$ cat config.mk
export PLATFORM = sky130hd
export DESIGN_NAME = i2c_cmd_arbiter
export DESIGN_NICKNAME = d
export VERILOG_FILES = /design/src/rtl/i2c_arb_pkg.sv /design/src/rtl/rr_picker.sv /design/src/rtl/i2c_cmd_arbiter.sv
export SDC_FILE = /design/constraint.sdc
export NUM_CORES = 1
export LEC_CHECK = 0
export ABC_AREA = 1
export CORE_ASPECT_RATIO = 0.9
export CORE_MARGIN = 2
export CORE_UTILIZATION = 46
export DETAILED_ROUTE_END_ITERATION = 6
export PLACE_DENSITY = 0.89
export SYNTH_ARGS = -nofsm -noshare
export SYNTH_HDL_FRONTEND = slang
export SYNTH_SLANG_ARGS = --single-unit
export TNS_END_PERCENT = 100
$ cat constraint.sdc
create_clock -name i_clk -period 2.18 [get_ports i_clk]
set_input_delay 0.218 -clock i_clk [delete_from_list [all_inputs] [get_ports i_clk]]
set_output_delay 0.218 -clock i_clk [all_outputs]
set_load 0.02 [all_outputs]
$ cat src/rtl/i2c_arb_pkg.sv
// Shared types for the I2C command arbiter: FSM state, command word layout
// and a counter-width helper.
package i2c_arb_pkg;

  localparam int CMD_W = 24;

  typedef enum logic [1:0] {
    IDLE   = 2'd0,
    LAUNCH = 2'd1,
    WAIT   = 2'd2,
    GAP    = 2'd3
  } state_e;

  typedef struct packed {
    logic [7:0]  addr;
    logic [15:0] reg_data;
  } i2c_cmd_t;

  // Width of a counter that must reach max_val without wrapping (never 0).
  function automatic int unsigned cnt_w(input int unsigned max_val);
    return (max_val < 1) ? 1 : $clog2(max_val + 1);
  endfunction

endpackage

$ cat src/rtl/rr_picker.sv
// Combinational requester picker: first set request at or after ptr_i
// (wrapping), or lowest index when prio_i is set.
module rr_picker #(
  parameter int N  = 2,
  parameter int PW = 1
) (
  input  logic [N-1:0]  req_i,
  input  logic [PW-1:0] ptr_i,
  input  logic          prio_i,
  output logic [N-1:0]  grant_o,
  output logic [PW-1:0] idx_o,
  output logic          valid_o
);

  logic [PW:0]   sum;
  logic [PW-1:0] k;

  always_comb begin
    grant_o = '0;
    idx_o   = '0;
    valid_o = 1'b0;
    sum     = '0;
    k       = '0;
    for (int i = 0; i < N; i++) begin
      sum = prio_i ? (PW+1)'(i) : ({1'b0, ptr_i} + (PW+1)'(i));
      if (sum >= (PW+1)'(N)) sum = sum - (PW+1)'(N);
      k = sum[PW-1:0];
      if (!valid_o && req_i[k]) begin
        valid_o    = 1'b1;
        idx_o      = k;
        grant_o[k] = 1'b1;
      end
    end
  end

endmodule

$ cat src/rtl/i2c_cmd_arbiter.sv
// Round-robin arbiter sharing one I2C write engine between N_REQ requesters,
// with NACK retry, WAIT timeout and a bus-free gap. Define I2C_ARB_PRIORITY_EN
// for fixed lowest-index-wins priority instead of round-robin.
module i2c_cmd_arbiter
  import i2c_arb_pkg::*;
#(
  parameter int N_REQ     = 2,
  parameter int MAX_RETRY = 3,
  parameter int TIMEOUT   = 1023,
  parameter int GAP_CYC   = 4
) (
  input  logic                   i_clk,
  input  logic                   i_rst,
  input  logic [N_REQ-1:0]       i_req,
  input  logic [N_REQ*CMD_W-1:0] i_data,
  output logic [N_REQ-1:0]       o_grant,
  output logic [N_REQ-1:0]       o_done,
  output logic [N_REQ-1:0]       o_err,
  output logic                   o_timeout,
  output logic                   o_busy,
  output logic                   o_eng_start,
  output logic [CMD_W-1:0]       o_eng_data,
  input  logic                   i_eng_fin,
  input  logic                   i_eng_nack,
  output state_e                 o_dbg_state
);

  localparam int PW = $clog2(N_REQ);
  localparam int RW = cnt_w(MAX_RETRY);
  localparam int TW = cnt_w(TIMEOUT);
  localparam int GW = cnt_w(GAP_CYC);
  localparam logic [RW-1:0] RETRY_MAX = RW'(MAX_RETRY);
  localparam logic [TW-1:0] TIMER_MAX = TW'(TIMEOUT);
  localparam logic [GW-1:0] GAP_LAST  = GW'(GAP_CYC - 1);

  state_e           state_q, state_d;
  logic [N_REQ-1:0] grant_q, grant_d;
  logic [PW-1:0]    owner_q, owner_d;
  i2c_cmd_t         data_q, data_d;
  logic [RW-1:0]    retry_q, retry_d;
  logic [TW-1:0]    timer_q, timer_d;
  logic [GW-1:0]    gap_q, gap_d;
  logic             is_retry_q, is_retry_d;
  logic [N_REQ-1:0] done_q, done_d;
  logic [N_REQ-1:0] err_q, err_d;
  logic             timeout_q, timeout_d;

  logic [PW-1:0]    ptr;
  logic             prio;
  logic [N_REQ-1:0] pick_grant;
  logic [PW-1:0]    pick_idx;
  logic             pick_valid;

`ifdef I2C_ARB_PRIORITY_EN
  assign ptr  = '0;
  assign prio = 1'b1;
`else
  logic [PW-1:0] rr_ptr_q, rr_ptr_d;
  assign ptr  = rr_ptr_q;
  assign prio = 1'b0;

  always_ff @(posedge i_clk) begin
    if (i_rst) rr_ptr_q <= '0;
    else       rr_ptr_q <= rr_ptr_d;
  end

  always_comb begin
    rr_ptr_d = rr_ptr_q;
    if (state_q == GAP && gap_q == GAP_LAST && !is_retry_q)
      rr_ptr_d = (owner_q == PW'(N_REQ - 1)) ? '0 : owner_q + PW'(1);
  end
`endif

  rr_picker #(.N(N_REQ), .PW(PW)) u_picker (
    .req_i   (i_req),
    .ptr_i   (ptr),
    .prio_i  (prio),
    .grant_o (pick_grant),
    .idx_o   (pick_idx),
    .valid_o (pick_valid)
  );

  // Engine handshake: o_eng_start is a one-cycle launch while o_eng_data is
  // stable; the engine answers with a one-cycle i_eng_fin, i_eng_nack valid
  // only alongside it. fin is honoured only in WAIT.
  always_comb begin
    state_d    = state_q;
    grant_d    = grant_q;
    owner_d    = owner_q;
    data_d     = data_q;
    retry_d    = retry_q;
    timer_d    = timer_q;
    gap_d      = gap_q;
    is_retry_d = is_retry_q;
    done_d     = '0;
    err_d      = '0;
    timeout_d  = timeout_q;
    unique case (state_q)
      IDLE: begin
        if (pick_valid) begin
          grant_d = pick_grant;
          owner_d = pick_idx;
          data_d  = i_data[pick_idx*CMD_W +: CMD_W];
          retry_d = '0;
          state_d = LAUNCH;
        end
      end
      LAUNCH: begin
        timer_d = '0;
        state_d = WAIT;
      end
      WAIT: begin
        gap_d = '0;
        if (i_eng_fin) begin
          state_d    = GAP;
          is_retry_d = 1'b0;
          if (!i_eng_nack) begin
            done_d = grant_q;
          end else if (retry_q < RETRY_MAX) begin
            retry_d    = retry_q + RW'(1);
            is_retry_d = 1'b1;
          end else begin
            err_d = grant_q;
          end
        end else if (timer_q == TIMER_MAX) begin
          // Expiry loses to a fin arriving in the same cycle (branch above).
          state_d    = GAP;
          is_retry_d = 1'b0;
          err_d      = grant_q;
          timeout_d  = 1'b1;
        end else begin
          timer_d = timer_q + TW'(1);
        end
      end
      GAP: begin
        if (gap_q == GAP_LAST) begin
          gap_d = '0;
          if (is_retry_q) begin
            state_d = LAUNCH;
          end else begin
            grant_d = '0;
            state_d = IDLE;
          end
        end else begin
          gap_d = gap_q + GW'(1);
        end
      end
      default: state_d = IDLE;
    endcase
  end

  always_ff @(posedge i_clk) begin
    if (i_rst) begin
      state_q    <= IDLE;
      grant_q    <= '0;
      owner_q    <= '0;
      data_q     <= '0;
      retry_q    <= '0;
      timer_q    <= '0;
      gap_q      <= '0;
      is_retry_q <= 1'b0;
      done_q     <= '0;
      err_q      <= '0;
      timeout_q  <= 1'b0;
    end else begin
      state_q    <= state_d;
      grant_q    <= grant_d;
      owner_q    <= owner_d;
      data_q     <= data_d;
      retry_q    <= retry_d;
      timer_q    <= timer_d;
      gap_q      <= gap_d;
      is_retry_q <= is_retry_d;
      done_q     <= done_d;
      err_q      <= err_d;
      timeout_q  <= timeout_d;
    end
  end

  assign o_grant     = grant_q;
  assign o_done      = done_q;
  assign o_err       = err_q;
  assign o_timeout   = timeout_q;
  assign o_busy      = (state_q != IDLE);
  assign o_eng_start = (state_q == LAUNCH);
  assign o_eng_data  = data_q;
  assign o_dbg_state = state_q;

endmodule

==> results of run 1 <==
[worst max-delay path, stage by stage (launching register included)]
cell,delay (ns)
dfxtp_1,0.36
inv_1,0.14
ha_1,0.19
clkdlybuf4s50_1,0.61
[per-stage QoR]
stage | cell area (µm²) | std cells | total power [mW]
floorplan | 2700 | 413 | 2.70
global placement | 3620 | 562 | 3.38
detailed placement | 3620 | 562 | 3.43
CTS | 3710 | 570 | 4.00
global route | 3710 | 570 | 4.32
finish | 3710 | 570 | 3.99
[Yosys cell counts (all sizes together)]
library cell | n | area share (%)
clkbuf | 4 | 0.56
buf | 11 | 2.9
a21oi | 11 | 2.5
nand3 | 17 | 3.3
nor3b | 1 | 0.28
inv | 42 | 5.9
nor3 | 5 | 0.93
a31oi | 1 | 0.23
nor2 | 80 | 13
nand2 | 136 | 19
nand4 | 8 | 2.1
and2 | 1 | 0.23
o21ai | 37 | 7.0
dfxtp | 51 | 38
ha | 8 | 3.7
[where the power goes]
| part | internal (mW) | switching [mW] |
|---|---|---|
| logic | 0.843 | 1.23 |
| registers | 1.18 | 0.159 |
| clock network | 0.230 | 0.345 |
[cell families (layout without fill, tap and decap cells)]
family                   Yosys count  in the layout  share of synthesized area (%)
AND/OR/NAND/NOR                  248            248                           39.3
buffers and inverters             57            144                           9.42
flip-flops                        51             51                           37.8
AO/OA/AOI/OAI                     49             49                           9.69
adder cells (fa/ha/maj)            8              8                           3.71
[per-layer routing]
| layer | global-route usage [%] | up-vias | routed length (µm) |
|---|---|---|---|
| met3 | 9.15 | 8 | 610 |
| met5 | 0 | - | 0 |
| met1 | 24.9 | 1239 | 2850 |
| li1 | - | 1453 | - |
| met4 | 5.24 | 0 | 79 |
| met2 | 37.3 | 88 | 3070 |
[layout make-up]
cell class / count / area [µm²]
Fill cell: 494 / 1950
Multi-Input combinational cell: 305 / 1420
Sequential cell: 51 / 1020
Timing Repair Buffer: 94 / 928
Inverter: 42 / 160
Tap cell: 70 / 87.6
Clock buffer: 5 / 68.8
Clock inverter: 3 / 23.8
[worst max path at each step]
stage                   start     endpoint  slack, ns  depth (start not counted)
2_1_floorplan  o_dbg_state[0]   timer_q[3]       0.46                          8
3_3_place_gp   o_dbg_state[0]       o_busy       0.46                          4
3_5_place_dp   o_dbg_state[0]       o_busy       0.40                          4
4_1_cts        o_dbg_state[0]       o_busy       0.04                          4
5_1_grt        o_dbg_state[0]   timer_q[9]       0.13                         10
6_report       o_dbg_state[1]  o_eng_start       0.35                          3
[state kept, by name, summed over array words and instances (netlist names)]
signal and cells:
o_eng_data 24, retry_q 2, o_err 2, timer_q 10, o_grant 2, gap_q 3
o_timeout 1, o_done 2, is_retry_q 1, o_dbg_state 2, ptr 1, owner_q 1
[repair_timing]
| item | in CTS | in global routing |
|---|---|---|
| hold endpoints to repair | 0 | 0 |
| hold buffers | 0 | 0 |
| endpoints found under the setup margin | 0 | 1 |
| resized for setup | 0 | 1 |
==> flow_summary.toml, run 1 <==
[global_routing]
grt_use_total_pct = 21.7
grt_pass1_vias = 2677
grt_max_degree = 28
grt_remaining_overflow = 0
antenna_found_initial = 0
grt_pass1_wl_mm = 11.6

[clock_tree]
clock-sinks = 51
clkTransAtPathRegs_ns = 0.10
cts_htree_levels = 2
root_buffer = "clkbuf_8"
cts_made_buffers = 5
clockBufferDepth = 2
cts_tree = "done"
clk_latency_ns = 0.32
cts_setup_buffers = 0

[status]
outcome = "finished, final reports clean"

[sta]
layout_worst_path_cycle_share_pct = 84.0
layout_setup_ws_ns = 0.348
setup_viol = 0
final-hold-violation-count = 0
maxSlewViolCount = 0
fin_crit_ns = 1.83
fmax_mhz = 546
finalClockSkew_ns = 0.00911
worst_pin_slew_ns = 0.449
holdWs_ns = 0.478
max_slew_margin_pct = 70.0
grt_setup_unrepaired = "false"
fin_setup_tns_ns = 0

[floorplan]
die_x_um = 84.7
rows = 26
ios = 89
fp.dieArea_um2 = 6490
die_h_um = 76.7
design.core.area_um2 = 5660
start_util_pct = 47.7

[worst_setup_path]
worstPathArrival_ns = 1.61
worst-r2r-setup-slack_ns = 0.41
required_ns = 1.96
cp_max_fo = 5
cp-start-kind = "flop"
cp-end-kind = "output pin"
worst-r2r-cell-count = 10
r2r-start = "o_dbg_state[0]"
reg2reg_to = "timer_q[9]"
crit_type = "reg -> out"

[route]
wl_per_cell_um = 11.6
routed_via_density = 4.89
drtIter0Drc = 123
first_pass_iters = 4
drt_wl_total_mm = 6.61
final_antenna_net_count = 0
vias = 2788
drc = 0

[place]
pre_cts_slack_ns = 0.399
io_buffers = 88
place_congestion = 0.836
hpwl_mm = 5.10

[cells_and_area]
area_growth_pct = 37.6
post-route-util_pct = 65.6
final_cell_mix = "nand2_1 (134), clkdlybuf4s50_1 (87), nor2_1 (58)"
fin_nets = 561
n_antenna_cell = 0
drive_gt1_share_pct = 9.20
final_common_cell = "nand2_1"

[yosys]
avgSynthCellArea_um2 = 6.53
syn_nets = 475
ys_warn_count = 0
synth_area_um2 = 2700
ys_seq_elements = 51
synthCells = 413
yosysSeqAreaShare_pct = 37.8
synth_cell_types = 27

[worst_hold_path]
min_path_type = "reg -> reg"
hold_path_depth = 2
holdPathEnd = "gap_q[2]"
min_from = "gap_q[2]"

[power_and_ir_drop]
p_leak_nw = 1.70
vdd_drop_max_v = 0.000594
cellPowerDensity_nw_per_um2 = 1080

[job]
cap_violations = 0
No activity file was read; power rests on OpenSTA's default activity.
==> inputs of run 2 (changes only) <==
==> constraint.sdc (replaced) <==
create_clock -name i_clk -period 1.7 [get_ports i_clk]
set_input_delay 0.17 -clock i_clk [delete_from_list [all_inputs] [get_ports i_clk]]
set_output_delay 0.17 -clock i_clk [all_outputs]
set_load 0.02 [all_outputs]
==> run 2 against run 1 <==
  * Sequential power is 28% higher
  * Sequential cell count stayed put
  * Largest power group unchanged
  * Critical path depth is 4 higher
  * Power is 37% higher
  * Count of clock-buffer cells in the layout is 1 higher
  * First-iteration DRC count is 4.9% lower
  * Via count is 2.5% higher
  * Combinational power is 47% higher
  * Design area is 3.6% higher
  * Final cell count is 1.2% higher
  * Non-clock buffer count is 7 higher
  * Global-route usage is 0.83 points higher
==> flow_summary.toml, run 2 (synthesized netlist as in run 1, its figures left out) <==
[route]
routed_via_density = 4.95
drc = 0
dr.max_layer_used = "met4"
first_pass_iters = 4
route.met2.wl_mm = 3.49
drt-met1-wl_mm = 3.03
drt_wl_total_mm = 7.21
final_antenna_net_count = 0
drtIter0Drc = 117
vias = 2858
wl_per_cell_um = 12.5
wl_met3_um = 617

[cells_and_area]
largest_register_ff_count = 24
final_cell_count_no_fill = 577
n_antenna_cell = 0
post-route-util_pct = 67.9
fin_nets = 568
area_growth_pct = 42.5
final_common_cell = "nand2_1"
design_area_um2 = 3840
drive_gt1_share_pct = 11.4
final_cell_mix = "nand2_1 (133), clkdlybuf4s50_1 (86), nor2_1 (58)"

[sta]
worst_pin_slew_ns = 0.417
max_slew_margin_pct = 72.2
grt_setup_unrepaired = "false"
setup_viol = 0
fin_crit_ns = 1.59
finalClockSkew_ns = 0.00662
final-hold-violation-count = 0
layout_worst_path_cycle_share_pct = 93.5
maxSlewViolCount = 0
fin_setup_tns_ns = 0
fmax_mhz = 629

[floorplan]
rows = 26
start_util_pct = 47.7
fp.dieArea_um2 = 6490
die_h_um = 76.7
design.core.area_um2 = 5660
ios = 89
die_x_um = 84.7

[worst_setup_path]
worst-r2r-cell-count = 7
crit_type = "reg -> reg"
worst_path_most_repeated_cell = "nor2_1"
cp-start-kind = "flop"
cpPeakStageDelay_ns = 0.35
r2r-start = "o_dbg_state[0]"
worst-r2r-setup-slack_ns = 0.11
required_ns = 1.90
crit_chain = "buf_4 > ha_1 > nor2_1 > a21oi_1 > nand3_1 > o21ai_0 > nor2_1"
cpMaxStageDelayCell = "dfxtp_1"
cp_max_fo = 9
critPathCapture = "o_grant[0]"
cp-end-kind = "flop"
worstPathArrival_ns = 1.79
crit_start = "o_dbg_state[0]"
reg2reg_to = "o_grant[0]"

[power_and_ir_drop]
p_leak_nw = 1.75
power.total_mw = 5.46
cellPowerDensity_nw_per_um2 = 1420
vdd_drop_max_v = 0.000760

[global_routing]
grt_max_degree = 31
grt_pass1_vias = 2874
grt_remaining_overflow = 0
grt_pass1_wl_mm = 12.1
antenna_found_initial = 0
grt_use_total_pct = 22.5

[place]
dpl-instance-area_um2 = 3680
io_buffers = 88
place_congestion = 0.855
placed_cells = 567
hpwl_mm = 5.24

[status]
outcome = "finished, final reports clean"

[clock_tree]
clkTransAtPathRegs_ns = 0.09
clockBufferDepth = 2
clock-sinks = 51
cts_htree_levels = 2
ctsHoldBuffers = 0
cts_tree = "done"
clk_latency_ns = 0.30
cts_made_buffers = 5
root_buffer = "clkbuf_8"

[worst_hold_path]
min_from = "gap_q[2]"
min_path_type = "reg -> reg"

[job]
cap_violations = 0
-- run 2: cell count changes in the layout (fill, tap and decap cells not counted), moves of 2 or more --
cell    change
buf_12      +3
buf_4       +3
inv_1       -2
inv_2       +2
-- run 2: worst max-delay path: cells and delay by family, from the launching register on --
family	cells	cell delay, ns
AO/OA/AOI/OAI	2	0.35
adder cells (fa/ha/maj)	1	0.34
buffers and inverters	1	0.14
flip-flops	1	0.35
AND/OR/NAND/NOR	3	0.30
-- run 2: routing by layer --
metal  track usage (%)  vias to the layer above
li1                  -                     1475
met1              26.2                     1273
met2              39.0                      103
met3              7.75                        7
met4              6.83                        0
met5                 0                        -
-- run 2: stage by stage --
stage | hold WS, ns | setup WS [ns]
2_1_floorplan | 0.248 | 0.0255
3_3_place_gp | 0.447 | 0.0954
3_5_place_dp | 0.446 | 0.0653
4_1_cts | 0.460 | 0.0269
5_1_grt | 0.502 | 0.0128
6_report | 0.460 | 0.111
-- run 2: worst min-delay path by stage --
stage	to	slack [ns]	depth (start not counted)
after CTS	gap_q[2]	0.46	2
after detailed placement	gap_q[2]	0.45	2
after global placement	gap_q[2]	0.45	2
after floorplan	o_done[0]	0.25	1
after global routing	owner_q	0.50	2
final	gap_q[2]	0.46	2
-- run 2: layout make-up --
| type | instances | area, µm² |
|---|---|---|
| clock buffer | 6 | 72.6 |
| clock inverter | 2 | 12.5 |
| fill | 453 | 1820 |
| inverter | 42 | 170 |
| multi-input combinational | 305 | 1450 |
| sequential | 51 | 1020 |
| tap | 70 | 87.6 |
| timing repair buffer | 101 | 1030 |
-- run 2: timing repair --
item                       CTS  global route
buffers inserted             0             1
setup endpoints to repair    2            31
pin swaps                    0             0
gates cloned                 0             1
gates resized for setup      2            14
-- run 2: report_power, final --
part	internal, mW	switching, mW	total (mW)	leakage (nW)
sequential	1.51	0.193	1.71	0.419
clock	0.288	0.397	0.685	0.0412
combinational	1.32	1.75	3.06	1.29
==> inputs of run 3 (changes only) <==
--- a/config.mk
+++ b/config.mk
@@ -6,6 +6,7 @@
 export NUM_CORES = 1
 export LEC_CHECK = 0
 export ABC_AREA = 1
+export CAP_MARGIN = 20
 export CORE_ASPECT_RATIO = 0.9
 export CORE_MARGIN = 2
 export CORE_UTILIZATION = 46
==> results of run 3 <==
The final DEF is identical to that of run 2; final timing and power are the same.
